### config.mk
export PLATFORM = sky130hd
export DESIGN_NAME = hdlverifier_jtag_shift_in_deser
export DESIGN_NICKNAME = d
export VERILOG_FILES = /design/src/rtl/hdlverifier_jtag_shift_in_deser.sv
export SDC_FILE = /design/constraint.sdc
export NUM_CORES = 1
export LEC_CHECK = 0
export BUFFER_PORTS_ARGS = -buffer_cell sky130_fd_sc_hd__buf_2
export CORE_MARGIN = 2
export CORE_UTILIZATION = 55
export CTS_CLUSTER_DIAMETER = 30
export DETAILED_ROUTE_END_ITERATION = 7
export HOLD_SLACK_MARGIN = 0.12
export PLACE_DENSITY = 0.76
export SLEW_MARGIN = 20
export SYNTH_ARGS = -nofsm -noshare
export SYNTH_HDL_FRONTEND = slang
export SYNTH_SLANG_ARGS = --single-unit
### constraint.sdc
create_clock -name tck -period 8.75 [get_ports tck]
set_clock_uncertainty 0.2 [all_clocks]
set_input_delay 1.75 -clock tck [delete_from_list [all_inputs] [get_ports tck]]
set_output_delay 1.75 -clock tck [all_outputs]
set_load 0.01 [all_outputs]
### src/rtl/hdlverifier_jtag_shift_in_deser.sv
// -----------------------------------------------------------------------------
// hdlverifier_jtag_shift_in_deser
//
// Purpose:
//   Consumes the JTAG core's bulk-write interface. The serial stream arrives
//   LSB first and is packed into DATA_WIDTH-bit words. The words are buffered
//   in a first-word-fall-through FIFO and leave on a valid/ready stream. A
//   last-word marker identifies the final word of each burst. All logic runs
//   on the rising edge of tck.
//
// Optional feature (macro SHIFT_IN_PAD_EN):
//   When the macro is defined, a trailing partial word is zero-extended and
//   emitted as the last word of its burst. When it is undefined, the partial
//   bits are discarded and no padding logic is built.
//
// Ports:
//   tck            JTAG clock
//   reset          asynchronous, active-high; clears all state
//   shift_in_state high for the whole bulk-write burst
//   shift_in_en    qualifies shift_in_data for one tck
//   shift_in_data  serial data bit, LSB of each word first
//   clr_status     one-cycle pulse; clears the sticky flags
//   m_tdata        FIFO head word (0 when empty)
//   m_tlast        FIFO head is the last word of its burst
//   m_tvalid       FIFO not empty
//   m_tready       consumer accepts the head word
//   fifo_level     number of FIFO entries, 0..FIFO_DEPTH
//   overflow       sticky: a word was dropped because the FIFO was full
//   partial_err    sticky: a burst ended with a partial word
//   proto_err      sticky: shift_in_en was seen outside SHIFT
// -----------------------------------------------------------------------------
module hdlverifier_jtag_shift_in_deser #(
  parameter int DATA_WIDTH = 32,
  parameter int FIFO_DEPTH = 16,
  parameter int ADDR_WIDTH = 4
) (
  input  logic                  tck,
  input  logic                  reset,
  input  logic                  shift_in_state,
  input  logic                  shift_in_en,
  input  logic                  shift_in_data,
  input  logic                  clr_status,
  output logic [DATA_WIDTH-1:0] m_tdata,
  output logic                  m_tlast,
  output logic                  m_tvalid,
  input  logic                  m_tready,
  output logic [ADDR_WIDTH:0]   fifo_level,
  output logic                  overflow,
  output logic                  partial_err,
  output logic                  proto_err
);

  localparam int CW = (DATA_WIDTH > 1) ? $clog2(DATA_WIDTH) : 1;

  typedef enum logic [1:0] {
    IDLE,
    SHIFT,
`ifdef SHIFT_IN_PAD_EN
    FLUSH2,
`endif
    FLUSH
  } state_t;

  state_t                state_reg;
  logic [DATA_WIDTH-1:0] shreg_reg;
  logic [CW-1:0]         bit_cnt_reg;
  logic [DATA_WIDTH-1:0] stg_data_reg;
  logic                  stg_valid_reg;
  logic                  push_reg;
  logic [DATA_WIDTH-1:0] push_data_reg;
  logic                  push_last_reg;
  logic [DATA_WIDTH-1:0] next_word;

  // The word as it stands once the current bit has been shifted in.
  assign next_word = {shift_in_data, shreg_reg[DATA_WIDTH-1:1]};

`ifdef SHIFT_IN_PAD_EN
  // Received bits sit in the top bit_cnt positions of shreg; right-align them.
  logic [CW:0]           pad_shift;
  logic [DATA_WIDTH-1:0] padded;
  always_comb begin
    pad_shift = (CW+1)'(DATA_WIDTH) - {1'b0, bit_cnt_reg};
    padded    = shreg_reg >> pad_shift;
  end
`endif

  // Burst FSM. Pushes toward the FIFO are registered (push_reg) so the FIFO
  // sees at most one word per cycle and the FSM outputs stay registered.
  always_ff @(posedge tck or posedge reset) begin
    if (reset) begin
      state_reg     <= IDLE;
      shreg_reg     <= '0;
      bit_cnt_reg   <= '0;
      stg_data_reg  <= '0;
      stg_valid_reg <= 1'b0;
      push_reg      <= 1'b0;
      push_data_reg <= '0;
      push_last_reg <= 1'b0;
      partial_err   <= 1'b0;
      proto_err     <= 1'b0;
    end else begin
      push_reg <= 1'b0;
      // Clear first so that a set later in this block takes priority.
      if (clr_status) begin
        partial_err <= 1'b0;
        proto_err   <= 1'b0;
      end
      if (shift_in_en && state_reg != SHIFT) proto_err <= 1'b1;

      case (state_reg)
        IDLE: begin
          if (shift_in_state) begin
            state_reg     <= SHIFT;
            bit_cnt_reg   <= '0;
            stg_valid_reg <= 1'b0;
          end
        end

        SHIFT: begin
          if (shift_in_en) begin
            shreg_reg <= next_word;
            if (bit_cnt_reg == CW'(DATA_WIDTH - 1)) begin
              bit_cnt_reg   <= '0;
              stg_data_reg  <= next_word;
              stg_valid_reg <= 1'b1;
              // The previous word is now known not to be the last one.
              if (stg_valid_reg) begin
                push_reg      <= 1'b1;
                push_data_reg <= stg_data_reg;
                push_last_reg <= 1'b0;
              end
            end else begin
              bit_cnt_reg <= bit_cnt_reg + 1'b1;
            end
          end
          if (!shift_in_state) state_reg <= FLUSH;
        end

        FLUSH: begin
          if (bit_cnt_reg != '0) partial_err <= 1'b1;
          stg_valid_reg <= 1'b0;
`ifdef SHIFT_IN_PAD_EN
          if (bit_cnt_reg != '0) begin
            push_reg <= 1'b1;
            if (stg_valid_reg) begin
              // Staged word goes first; the padded word follows next cycle.
              push_data_reg <= stg_data_reg;
              push_last_reg <= 1'b0;
              state_reg     <= FLUSH2;
            end else begin
              push_data_reg <= padded;
              push_last_reg <= 1'b1;
              bit_cnt_reg   <= '0;
              state_reg     <= IDLE;
            end
          end else begin
            if (stg_valid_reg) begin
              push_reg      <= 1'b1;
              push_data_reg <= stg_data_reg;
              push_last_reg <= 1'b1;
            end
            state_reg <= IDLE;
          end
`else
          if (stg_valid_reg) begin
            push_reg      <= 1'b1;
            push_data_reg <= stg_data_reg;
            push_last_reg <= 1'b1;
          end
          bit_cnt_reg <= '0;
          state_reg   <= IDLE;
`endif
        end

`ifdef SHIFT_IN_PAD_EN
        FLUSH2: begin
          push_reg      <= 1'b1;
          push_data_reg <= padded;
          push_last_reg <= 1'b1;
          bit_cnt_reg   <= '0;
          state_reg     <= IDLE;
        end
`endif

        default: state_reg <= IDLE;
      endcase
    end
  end

  // First-word-fall-through FIFO. Each entry is {tlast, data}.
  logic [DATA_WIDTH:0] mem [FIFO_DEPTH];
  logic [ADDR_WIDTH:0] wr_ptr_reg;
  logic [ADDR_WIDTH:0] rd_ptr_reg;
  logic [DATA_WIDTH:0] head;
  logic                full;
  logic                pop;
  logic                wr_en;

  assign full     = (fifo_level == (ADDR_WIDTH+1)'(FIFO_DEPTH));
  assign m_tvalid = (fifo_level != '0);
  assign pop      = m_tvalid & m_tready;
  // A full FIFO still accepts a word when the head leaves in the same cycle.
  assign wr_en    = push_reg & (~full | pop);
  assign head     = mem[rd_ptr_reg[ADDR_WIDTH-1:0]];

  always_comb begin
    m_tdata = m_tvalid ? head[DATA_WIDTH-1:0] : '0;
    m_tlast = m_tvalid & head[DATA_WIDTH];
  end

  always_ff @(posedge tck) begin
    if (wr_en) mem[wr_ptr_reg[ADDR_WIDTH-1:0]] <= {push_last_reg, push_data_reg};
  end

  always_ff @(posedge tck or posedge reset) begin
    if (reset) begin
      wr_ptr_reg <= '0;
      rd_ptr_reg <= '0;
      fifo_level <= '0;
      overflow   <= 1'b0;
    end else begin
      if (wr_en) wr_ptr_reg <= wr_ptr_reg + 1'b1;
      if (pop)   rd_ptr_reg <= rd_ptr_reg + 1'b1;
      case ({wr_en, pop})
        2'b10:   fifo_level <= fifo_level + 1'b1;
        2'b01:   fifo_level <= fifo_level - 1'b1;
        default: fifo_level <= fifo_level;
      endcase
      if (clr_status) overflow <= 1'b0;
      if (push_reg && full && !pop) overflow <= 1'b1;
    end
  end

endmodule

======== Word-level counts from Yosys, hierarchy flattened ========
Memories as Yosys holds them, arrays and structs flattened.
Index checks and enable logic that the tools add are counted.
word-level totals
  flip-flop bits (word level) ............. 124
  latch bits .............................. 0
  memory bits (writable) .................. 528
  ROM bits ................................ 0
  memories kept ........................... 1
memories
  name  words  width  rd ports  clocked after Yosys merged registers in  wr ports  RTL line  text
  mem   16     33     1         0                                        1         191       logic [DATA_WIDTH:0] mem [FIFO_DEPTH];
cells by class
  $add $sub $neg .......................... 5
  multipliers ............................. 0
  divide/modulo/power cells ............... 0
  order comparisons ....................... 0
  eq/ne operators ......................... 13
  shift-type cells ........................ 0
  multiplexer cells ....................... 34
  bitwise operators ....................... 5
  reductions and logical operators ........ 19
operators with widths
  operator               number
  $mux W32               4
  $pmux W32 S2           1
  $add A5 B1 Y5 const B  4
  $mux W1                18
  $mux W5                3
  $pmux W5 S3            1
  $ne A2 B2 Y1 const B   6
  $eq A5 B5 Y1 const B   2
  $pmux W5 S2            1
  $reduce_bool A5 Y1     2
  $reduce_and A3 Y1      3
  $reduce_bool A2 Y1     4
  $reduce_and A5 Y1      1
  $sub A5 B1 Y5 const B  1
  $eq A2 B1 Y1 const B   2
  $eq A2 B2 Y1 const B   2
  $mux W2                2
  $pmux W1 S2            2
  $pmux W2 S2            1
  $reduce_and A2 Y1      2
  $reduce_and A4 Y1      1
  $and A1 B1 Y1          3
  $logic_and A1 B1 Y1    3
  $pmux W1 S3            1
  other kinds (6)        6

======== Longest topological paths before layout ========
Gate-level depths: netlist of the first run.
  word-level depth ........................ 6
  gate-level depth with buffers ........... 11
  depth with buffers taken out ............ 9

======== Worst setup path before layout of the first run ========
Ideal clock, no wire load.
  kind .................................... input -> register
  from .................................... input m_tready
  to ...................................... memory mem[3][0] (netlist name), enable pin
  data arrival time ....................... 4.853 ns
  data required time ...................... 8.086 ns
  path slack .............................. 3.233 ns
  cell stages on the path ................. 5
  buffers on the path ..................... 1
  cells stage by stage .................... clkbuf_1 inv_1 a31oi_2 nand2_1 nor3_1
on the way
  cells in the longest elaborated chain, start to end .. 5
ends and longest elaborated chain
  what                           RTL line  text
  start: declaration             46        input logic m_tready,
  $and A1 B1 Y1                  201       assign pop = m_tvalid & m_tready;
  $or A1 B1 Y1                   203       assign wr_en = push_reg & (~full | pop);
  $and A1 B1 Y1                  203
  $mux W1                        212       if (wr_en) mem[wr_ptr_reg[ADDR_WIDTH-1:0]] <= {push_last_reg, push_data_reg};
  $mux W1 (not written as such)  212
  end: declaration               191
No other way between the ends.

======== Worst setup path after layout of the first run ========
  from .................................... register fifo_level[1]
  to ...................................... output m_tdata[6]
on the way
  cells in the longest elaborated chain, start to end .. 2
ends and longest elaborated chain
  what                      RTL line  text
  start: declaration        47        output logic [ADDR_WIDTH:0] fifo_level,
  start signal: assignment  225       2'b10: fifo_level <= fifo_level + 1'b1;
  start signal: assignment  226       2'b01: fifo_level <= fifo_level - 1'b1;
  start signal: assignment  227       default: fifo_level <= fifo_level;
  $reduce_bool A5 Y1        200       assign m_tvalid = (fifo_level != '0);
  $mux W32                  207       m_tdata = m_tvalid ? head[DATA_WIDTH-1:0] : '0;
  end: declaration          43        output logic [DATA_WIDTH-1:0] m_tdata,
No other way between the ends.

==> summary.txt, run 1 <==
Status
  – Status: finished clean

Cells and area
  – Leading cell type in the layout, fill and taps excluded: edfxtp_1
  – Max reg flops: 528
  – Fillers: 2,727
  – Layout cells sized above 1: 35.9%
  – Storage cell area: 18,900 um2
  – Design area: 29,800 um2
  – Final Non-Filler Cells: 2,023
  – Nets: 1,349
  – Synth-to-Final Area Change: 18.9%
  – Multi-input logic area: 5960 um2
  – N_diodes: 0
  – Core Util, Final: 66.0%
  – Commonest cells after routing, fill and taps aside: 528 x edfxtp_1, 132 x mux4_2, 117 x dfrtp_1

STA
  – Relative slew slack: 27.1%
  – Final hold slack: 290 ps
  – Final hold vios: 0
  – Period minus WS final: 5760 ps
  – Tightest Pin Transition: 1090 ps
  – TNS Setup: 0 ps
  – Fmax: 174 MHz
  – RSZ-0062 raised after global routing: no
  – Fin crit share: 65.9%
  – Final setup fails: 0
  – Max-slew violations: 0
  – Final Worst Setup Slack: 2990 ps

Synth
  – Top area cells in the synthesized netlist: edfxtp_1 63%, dfrtp_1 12%, mux4_2 12%, mux2_2 4.4%, nand3_1 1.5%
  – Post-synth cell types: 44
  – Cells after synthesis: 1,213
  – Ys async rst share: 18.6%
  – EDFF count, synth: 528
  – Sequential area share after synthesis: 75.2%
  – #FFs+latches synth: 649
  – Synth Cell Area: 25,100 um2
  – Number of synthesis warnings: 0
  – Most area-hungry cell type in the Yosys netlist: edfxtp_1
  – Top cell type's share of synthesized area: 63.2%
  – Top_reg_cell synth: edfxtp_1
  – Average size of a mapped cell: 20.7 um2
  – Syn nets: 1,234

Die
  – Ports: 49
  – Die X: 218 um
  – Die ar.: 47,400 um2
  – Core outline area: 45,200 um2
  – Starting Density: 55.6%
  – Num rows: 78
  – Vert. Die Dim: 218 um

Worst hold path
  – Hold WC Path Type: flip-flop to flip-flop
  – WHS Path Cells: 1
  – Worst hold path endpoint: push_data_reg[5]$_DFFE_PP0P_
  – Hold Startpoint: stg_data_reg[5]$_DFFE_PP0P_

Place
  – RD Place Congestion: 0.738
  – DP Cell Count: 1,819
  – Port Buf Inserts: 48
  – Placed inst area: 26,100 um2
  – DP Worst Slack: 3700 ps
  – DP HPWL: 25,900 um

Setup path
  – WP data arrival: 3810 ps
  – WS Path Type: flip-flop to output pin
  – Slack of the worst reg-to-reg path: 5090 ps
  – Critical path, cell by cell: or4_4 > nor2_8 > buf_4 > inv_2 > buf_4 > nand3_1 > o311ai_1 > buf_2
  – Reg-to-Reg End: fifo_level[4]$_DFFE_PP0P_
  – CP required: 6800 ps
  – Most used cell, CP: buf_4
  – CP Capture Type: output pin
  – R2R Path Start: fifo_level[1]$_DFFE_PP0P_
  – Crit path buf inv count: 4
  – Max Fanout on Critical Path: 41
  – Crit-path slowest cell: or4_4
  – CP max stage delay: 600 ps
  – Top delay family on crit path: buffers and inverters
  – CP startpoint kind: flip-flop
  – R2R cell count: 9

Clocking
  – Post-CTS Setup Bufs: 0
  – Total CTS buffers: 107
  – CTS root buf: clkbuf_16
  – Maximum root-to-sink buffer count: 3
  – Clk sinks: 649
  – Resized cells post-CTS: 0
  – Worst-Skew Late Latency: 640 ps
  – H-tree levels: 3
  – Worst-path clk slew: 50 ps
  – Hold-fix buffers at CTS: 0
  – CTS tree: done

Drt
  – DRC Markers: 0
  – Via density: 6.26
  – Via Count: 12,700
  – Initial DRC count: 1,326
  – DR WL/cell: 27.4 um
  – Initial DRT Pass Iterations: 5
  – Routed wire length: 55,300 um
  – Post-route ant nets: 0

Global routing
  – Grt ovf: 0
  – Vias in the first global route: 13,400
  – Initial antenna violation count: 0
  – First-pass GRT wire length: 83,900 um
  – Maximum number of pins on one net before global-route repair: 113
  – All-Layer GR Usage: 24.4%

Pwr
  – Worst VDD drop: 0.278 mV
  – PwrDens: 312 nW/um2
  – Total power: 9.30 mW
  – Leak Pwr: 11.7 nW

Flow run
  – Max-cap violations: 0
## how the worst max path moves through the flow
| stage | startpoint | endpoint | slack (ps) | cells past startpoint |
|---|---|---|---|---|
| finish | fifo_level[1]$_DFFE_PP0P_ | m_tdata[6] | 2990 | 8 |
| global route | fifo_level[1]$_DFFE_PP0P_ | m_tdata[19] | 2880 | 8 |
| CTS | fifo_level[1]$_DFFE_PP0P_ | m_tdata[10] | 3020 | 8 |
| detailed placement | fifo_level[1]$_DFFE_PP0P_ | m_tdata[6] | 3700 | 8 |
| global placement | fifo_level[0]$_DFFE_PP0P_ | m_tdata[15] | 3830 | 8 |
| floorplan | m_tready | mem[3][0]$_DFFE_PP_ | 3230 | 5 |
## cell usage after synthesis, types with 7 or more instances
| master | number |
|---|---|
| nor2_1 | 14 |
| o311ai_1 | 33 |
| xnor2_1 | 7 |
| nor3_1 | 7 |
| nand2_1 | 16 |
| dfrtp_1 | 121 |
| nand3_1 | 73 |
| ha_1 | 14 |
| clkbuf_1 | 16 |
| inv_1 | 14 |
| buf_1 | 9 |
| edfxtp_1 | 528 |
| mux2_2 | 97 |
| mux4_2 | 132 |
| buf_2 | 40 |
| o21ai_0 | 10 |
| mux2i_1 | 36 |
## cells by family after synthesis
kind of cell / synth area share, %
buf+inv: 1.57
mux: 17.6
compound gates: 1.88
xor+xnor: 0.314
flops: 75.2
fa+ha+maj: 0.698
simple gates: 2.69
## per-layer routing
metal,global-route usage (%),part of all wire (%)
met3,5.03,9.0
met5,0,0
met2,39.3,50
met4,9.29,2.8
met1,33.3,39
## power by group
part | switching [mW] | leakage [nW] | internal (mW) | total [mW]
Combinational | 0.835 | 2.46 | 0.682 | 1.52
Clock | 1.47 | 1.78 | 2.76 | 4.23
Sequential | 0.178 | 7.47 | 3.37 | 3.55
Total | 2.49 | 11.7 | 6.82 | 9.30
## final cells by class
type / count / area share, %
multi-input cells: 479 / 20.0
flip-flops and latches: 649 / 63.3
clock inverters: 74 / 2.83
well taps: 600 / 2.52
inverters: 15 / 0.197
clock buffers: 130 / 9.61
repair buffers: 76 / 1.55
(Power assumes the default switching activity.)
==> run 2, diff against run 1 <==
==> constraint.sdc (replaced) <==
create_clock -name tck -period 6 [get_ports tck]
set_clock_uncertainty 0.2 [all_clocks]
set_input_delay 1.2 -clock tck [delete_from_list [all_inputs] [get_ports tck]]
set_output_delay 1.2 -clock tck [all_outputs]
set_load 0.01 [all_outputs]
==> summary.txt, run 2 (synthesis gave the netlist of run 1 again) <==
Status
  – Status: finished clean (unchanged)

Worst hold path
  – WHS Path Cells: 1 (unchanged)
  – Hold WC Path Type: flip-flop to flip-flop (unchanged)

Global routing
  – Maximum number of pins on one net before global-route repair: 71 (was 113)
  – First-pass GRT wire length: 83,300 um (was 83,900 um)
  – Initial antenna violation count: 0 (unchanged)
  – Vias in the first global route: 13,400 (about the same)
  – Grt ovf: 0 (unchanged)
  – All-Layer GR Usage: 24.1% (was 24.4%)

Pwr
  – Net Sw Power: 3.39 mW (was 2.49 mW)
  – Clock share of power: 49.7% (was 45.5%)
  – PwrDens: 439 nW/um2 (was 312 nW/um2)
  – Comb pwr share: 10.6% (was 16.3%)
  – Register share of total power: 39.7% (was 38.2%)
  – Switching share of power: 25.7% (was 26.7%)
  – Pint: 9.83 mW (was 6.82 mW)
  – Worst VDD drop: 0.336 mV (was 0.278 mV)
  – Leak Pwr: 12.2 nW (was 11.7 nW)
  – Total power: 13.2 mW (was 9.30 mW)

Drt
  – DR WL/cell: 27.2 um (was 27.4 um)
  – Routed wire length: 55,200 um (was 55,300 um)
  – Via density: 6.23 (was 6.26)
  – Via Count: 12,600 (was 12,700)
  – Initial DRT Pass Iterations: 5 (unchanged)
  – Initial DRC count: 1,480 (was 1,326)
  – Post-route ant nets: 0 (unchanged)
  – DRC Markers: 0 (unchanged)

STA
  – Final hold vios: 0 (unchanged)
  – Fmax: 208 MHz
  – TNS Setup: 0 ps (unchanged)
  – Relative slew slack: 25.0% (was 27.1%)
  – Final setup fails: 0 (unchanged)
  – Final hold slack: 297 ps (was 290 ps)
  – RSZ-0062 raised after global routing: no (unchanged)
  – Tightest Pin Transition: 1120 ps (was 1090 ps)
  – Fin crit share: 80.0%
  – Max-slew violations: 0 (unchanged)
  – Final Worst Setup Slack: 1200 ps (was 2990 ps)
  – Period minus WS final: 4800 ps

Setup path
  – CP Capture Type: output pin (unchanged)
  – WS Path Type: flip-flop to output pin (unchanged)
  – CP required: 4600 ps (was 6800 ps)
  – WP data arrival: 3400 ps (was 3810 ps)
  – R2R cell count: 8 (was 9)
  – CP startpoint kind: flip-flop (unchanged)
  – Max Fanout on Critical Path: 36 (was 41)

Cells and area
  – Nets: 1,354 (was 1,349)
  – Leading cell type in the layout, fill and taps excluded: edfxtp_1 (unchanged)
  – Commonest cells after routing, fill and taps aside: 528 x edfxtp_1, 132 x mux4_2, 117 x dfrtp_1 (unchanged)
  – Final Non-Filler Cells: 2,028 (was 2,023)
  – Synth-to-Final Area Change: 20.0% (was 18.9%)
  – N_diodes: 0 (unchanged)
  – Multi-input logic area: 5950 um2 (was 5960 um2)
  – Layout cells sized above 1: 37.1% (was 35.9%)
  – Fillers: 2,725 (was 2,727)
  – Max reg flops: 528 (unchanged)
  – Storage cell area: 18,900 um2 (unchanged)

Die
  – Die ar.: 47,400 um2 (unchanged)
  – Num rows: 78 (unchanged)
  – Starting Density: 55.6% (unchanged)
  – Ports: 49 (unchanged)
  – Core outline area: 45,200 um2 (unchanged)
  – Die X: 218 um (unchanged)
  – Vert. Die Dim: 218 um (unchanged)

Clocking
  – CTS root buf: clkbuf_16 (unchanged)
  – Worst-Skew Late Latency: 640 ps (about the same)
  – Clk sinks: 649 (unchanged)
  – Resized cells post-CTS: 0 (unchanged)
  – Hold-fix buffers at CTS: 0 (unchanged)
  – H-tree levels: 3 (unchanged)
  – Total CTS buffers: 108 (was 107)
  – CTS tree: done (unchanged)
  – Maximum root-to-sink buffer count: 3 (unchanged)
  – Worst-path clk slew: 60 ps (was 50 ps)
  – Post-CTS Setup Bufs: 0 (unchanged)

Place
  – DP Cell Count: 1,822 (was 1,819)
  – DP Worst Slack: 1810 ps (was 3700 ps)
  – Port Buf Inserts: 48 (unchanged)
  – RD Place Congestion: 0.748 (was 0.738)
  – DP HPWL: 27,300 um (was 25,900 um)

Flow run
  – Max-cap violations: 0 (unchanged)
run 2: cell types whose count changed in the layout (fill, tap and decap cells not counted), sizes merged:
cell / change
clkinvlp: -3
clkbuf: -4
bufinv: +5
buf: +4
clkinv: -3
inv: +6
run 2: layout make-up:
cell class,count,share of cell area [%]
Clock inverter,79,3.59
Inverter,15,0.195
Sequential cell,649,62.7
Tap cell,600,2.49
Clock buffer,126,9.49
Multi-Input combinational cell,479,19.7
Timing Repair Buffer,80,1.79
run 2: metrics by stage:
step                area, um2  util, %
floorplan               25100        -
global placement        26200     57.9
detailed placement      26200     57.9
CTS                     30100     66.6
global route            30100     66.7
finish                  30100     66.7
run 2: worst paths after layout:
| kind | from | end | slack [ps] |
|---|---|---|---|
| worst max-delay path | rd_ptr_reg[3]$_DFFE_PP0N_ | m_tdata[1] | 1200 |
| worst min-delay path | stg_data_reg[10]$_DFFE_PP0P_ | push_data_reg[10]$_DFFE_PP0P_ | 300 |
| worst max register to register | bit_cnt_reg[0]$_DFFE_PP0P_ | push_data_reg[22]$_DFFE_PP0P_ | 2670 |
| worst min register to register | stg_data_reg[10]$_DFFE_PP0P_ | push_data_reg[10]$_DFFE_PP0P_ | 300 |
| max in group asynchronous | reset | rd_ptr_reg[2]$_DFFE_PP0N_ | 4120 |
| min in group asynchronous | reset | fifo_level[2]$_DFFE_PP0P_ | 470 |
run 2: layer usage:
| metal | vias up | share of wire, % | GRT usage, % | wire length, um |
|---|---|---|---|---|
| met5 | - | 0 | 0 | 0 |
| met4 | 0 | 2.6 | 8.29 | 1460 |
| met3 | 114 | 7.5 | 4.99 | 4140 |
| met2 | 600 | 51 | 39.8 | 28000 |
| met1 | 6655 | 39 | 32.3 | 21700 |
| li1 | 5263 | - | - | - |
run 2: power by group through the flow:
stage,clock network (mW),logic [mW],registers [mW]
global route,6.83,1.49,5.27
finish,6.58,1.40,5.25
floorplan,0,1.25,5.07
detailed placement,0,1.32,5.41
CTS,6.64,1.33,5.33
global placement,0,1.30,5.40
run 2: worst max-delay path, cell delays in order, from the launching register on:
cell and delay, ps:
dfrtp_2 990, nor2b_4 840, buf_4 360, nand3_1 100
o311ai_1 220, buf_2 230
==> run 3, diff against run 2 <==
==> constraint.sdc (replaced) <==
create_clock -name tck -period 4.6 [get_ports tck]
set_clock_uncertainty 0.2 [all_clocks]
set_input_delay 0.92 -clock tck [delete_from_list [all_inputs] [get_ports tck]]
set_output_delay 0.92 -clock tck [all_outputs]
set_load 0.01 [all_outputs]
==> summary.txt, run 3 (synthesis gave the netlist of run 1 again) <==
Status
  – Status: finished clean (unchanged)

Cells and area
  – Synth-to-Final Area Change: 20.4% (was 20.0%)
  – Max reg flops: 528 (unchanged)
  – Nets: 1,361 (was 1,354)
  – Layout cells sized above 1: 36.9% (was 37.1%)
  – Storage cell area: 18,900 um2 (unchanged)
  – Commonest cells after routing, fill and taps aside: 528 x edfxtp_1, 132 x mux4_2, 117 x dfrtp_1 (unchanged)
  – N_diodes: 0 (unchanged)
  – Multi-input logic area: 5980 um2 (was 5950 um2)
  – Leading cell type in the layout, fill and taps excluded: edfxtp_1 (unchanged)
  – Fillers: 2,671 (was 2,725)

Die
  – Ports: 49 (unchanged)
  – Starting Density: 55.6% (unchanged)
  – Num rows: 78 (unchanged)
  – Die ar.: 47,400 um2 (unchanged)
  – Core outline area: 45,200 um2 (unchanged)
  – Die X: 218 um (unchanged)
  – Vert. Die Dim: 218 um (unchanged)

Drt
  – Via density: 6.25 (was 6.23)
  – DRC Markers: 0 (unchanged)
  – Initial DRC count: 1,365 (was 1,480)
  – Via Count: 12,700 (was 12,600)
  – Initial DRT Pass Iterations: 5 (unchanged)
  – Post-route ant nets: 0 (unchanged)
  – DR WL/cell: 28.3 um (was 27.2 um)
  – Routed wire length: 57,600 um (was 55,200 um)

Setup path
  – Reg-to-Reg End: fifo_level[4]$_DFFE_PP0P_ (was push_data_reg[22]$_DFFE_PP0P_)
  – WP data arrival: 3230 ps (was 3400 ps)
  – R2R Path Start: fifo_level[1]$_DFFE_PP0P_ (was bit_cnt_reg[0]$_DFFE_PP0P_)
  – R2R cell count: 9 (was 8)
  – CP required: 3480 ps (was 4600 ps)
  – CP Capture Type: output pin (unchanged)
  – CP startpoint kind: flip-flop (unchanged)
  – WS Path Type: flip-flop to output pin (unchanged)
  – Slack of the worst reg-to-reg path: 1150 ps (was 2670 ps)
  – Max Fanout on Critical Path: 44 (was 36)

Pwr
  – Total power: 17.7 mW (was 13.2 mW)
  – PwrDens: 586 nW/um2 (was 439 nW/um2)
  – Leak Pwr: 12.0 nW (was 12.2 nW)
  – Worst VDD drop: 0.375 mV (was 0.336 mV)

Worst hold path
  – Hold WC Path Type: primary input to asynchronous set/reset pin (was flip-flop to flip-flop)

STA
  – Relative slew slack: 33.8% (was 25.0%)
  – RSZ-0062 raised after global routing: no (unchanged)
  – Final setup fails: 0 (unchanged)
  – Max-slew violations: 0 (unchanged)
  – Fmax: 230 MHz
  – Tightest Pin Transition: 990 ps (was 1120 ps)
  – Fin crit share: 94.5%
  – Period minus WS final: 4350 ps
  – TNS Setup: 0 ps (unchanged)
  – Final hold vios: 0 (unchanged)

Clocking
  – H-tree levels: 3 (unchanged)
  – Post-CTS Setup Bufs: 0 (unchanged)
  – CTS tree: done (unchanged)
  – Hold-fix buffers at CTS: 0 (unchanged)
  – CTS root buf: clkbuf_16 (unchanged)
  – Worst-path clk slew: 50 ps (was 60 ps)
  – Clk sinks: 649 (unchanged)
  – Maximum root-to-sink buffer count: 3 (unchanged)
  – Worst-Skew Late Latency: 640 ps (about the same)
  – Total CTS buffers: 108 (unchanged)
  – Resized cells post-CTS: 0 (unchanged)

Global routing
  – Vias in the first global route: 13,500 (was 13,400)
  – Initial antenna violation count: 0 (unchanged)
  – First-pass GRT wire length: 86,200 um (was 83,300 um)
  – Maximum number of pins on one net before global-route repair: 69 (was 71)
  – Grt ovf: 0 (unchanged)
  – All-Layer GR Usage: 25.1% (was 24.1%)

Flow run
  – Max-cap violations: 0 (unchanged)

Place
  – RD Place Congestion: 0.770 (was 0.748)
  – Port Buf Inserts: 48 (unchanged)
  – DP HPWL: 29,100 um (was 27,300 um)
==> run 3: cell count changes in the layout (fill, tap and decap cells not counted), moves of 2 or more <==
cell       previous run  this run
inv_16                3         0
clkinv_1              3        12
nor3_4                0         4
clkinv_4             11        13
clkbuf_8              7         1
buf_12                3        11
bufinv_16            19        21
nor3_2                4         0
==> run 3: worst max-delay path: stages (launching register included) <==
cell	delay (ps)
dfrtp_1	500
or4_4	240
nor2_8	30
inv_2	690
buf_4	510
nand3_1	160
o311ai_1	180
buf_2	220
==> run 3: worst max path at each step <==
stage / startpoint / end / slack (ps) / depth (start not counted)
4_1_cts: fifo_level[1]$_DFFE_PP0P_ / m_tdata[0] / 290 / 7
2_1_floorplan: reset / bit_cnt_reg[0]$_DFFE_PP0P_ / 270 / 1
6_report: fifo_level[1]$_DFFE_PP0P_ / m_tdata[0] / 250 / 7
3_5_place_dp: fifo_level[1]$_DFFE_PP0P_ / m_tdata[0] / 1000 / 7
3_3_place_gp: fifo_level[0]$_DFFE_PP0P_ / m_tdata[2] / 1050 / 7
5_1_grt: fifo_level[1]$_DFFE_PP0P_ / m_tdata[0] / 150 / 7
==> run 3: area by class of cell <==
type | count | area share, %
clock buffer | 119 | 9.18
clock inverter | 86 | 3.64
inverter | 15 | 0.195
multi-input combinational | 479 | 19.8
sequential | 649 | 62.5
tap | 600 | 2.48
timing repair buffer | 87 | 2.22
==> run 3: per-layer routing <==
metal / part of all wire [%] / GRT usage (%) / vias to the layer above
li1: - / - / 5262
met1: 38 / 33.7 / 6685
met5: 0 / 0 / -
met3: 9.1 / 5.45 / 93
met2: 51 / 40.7 / 676
met4: 2.5 / 9.75 / 0
==> run 3: per-stage QoR <==
stage	hold WS, ps	instance area [um2]	util [%]	cells	worst slack (ps)
2_1_floorplan	275	25100	-	1213	266
3_3_place_gp	284	26400	58.3	1830	1050
3_5_place_dp	288	26400	58.3	1830	998
4_1_cts	281	30200	66.9	2035	293
5_1_grt	303	30200	66.9	2035	152
6_report	280	30200	66.9	2035	254
==> run 3: where the power goes <==
| part | leakage (nW) | internal (mW) | total (mW) | switching [mW] |
|---|---|---|---|---|
| Sequential | 7.63 | 6.41 | 6.82 | 0.406 |
| Combinational | 2.53 | 1.13 | 2.46 | 1.33 |
| Clock | 1.87 | 5.57 | 8.45 | 2.88 |
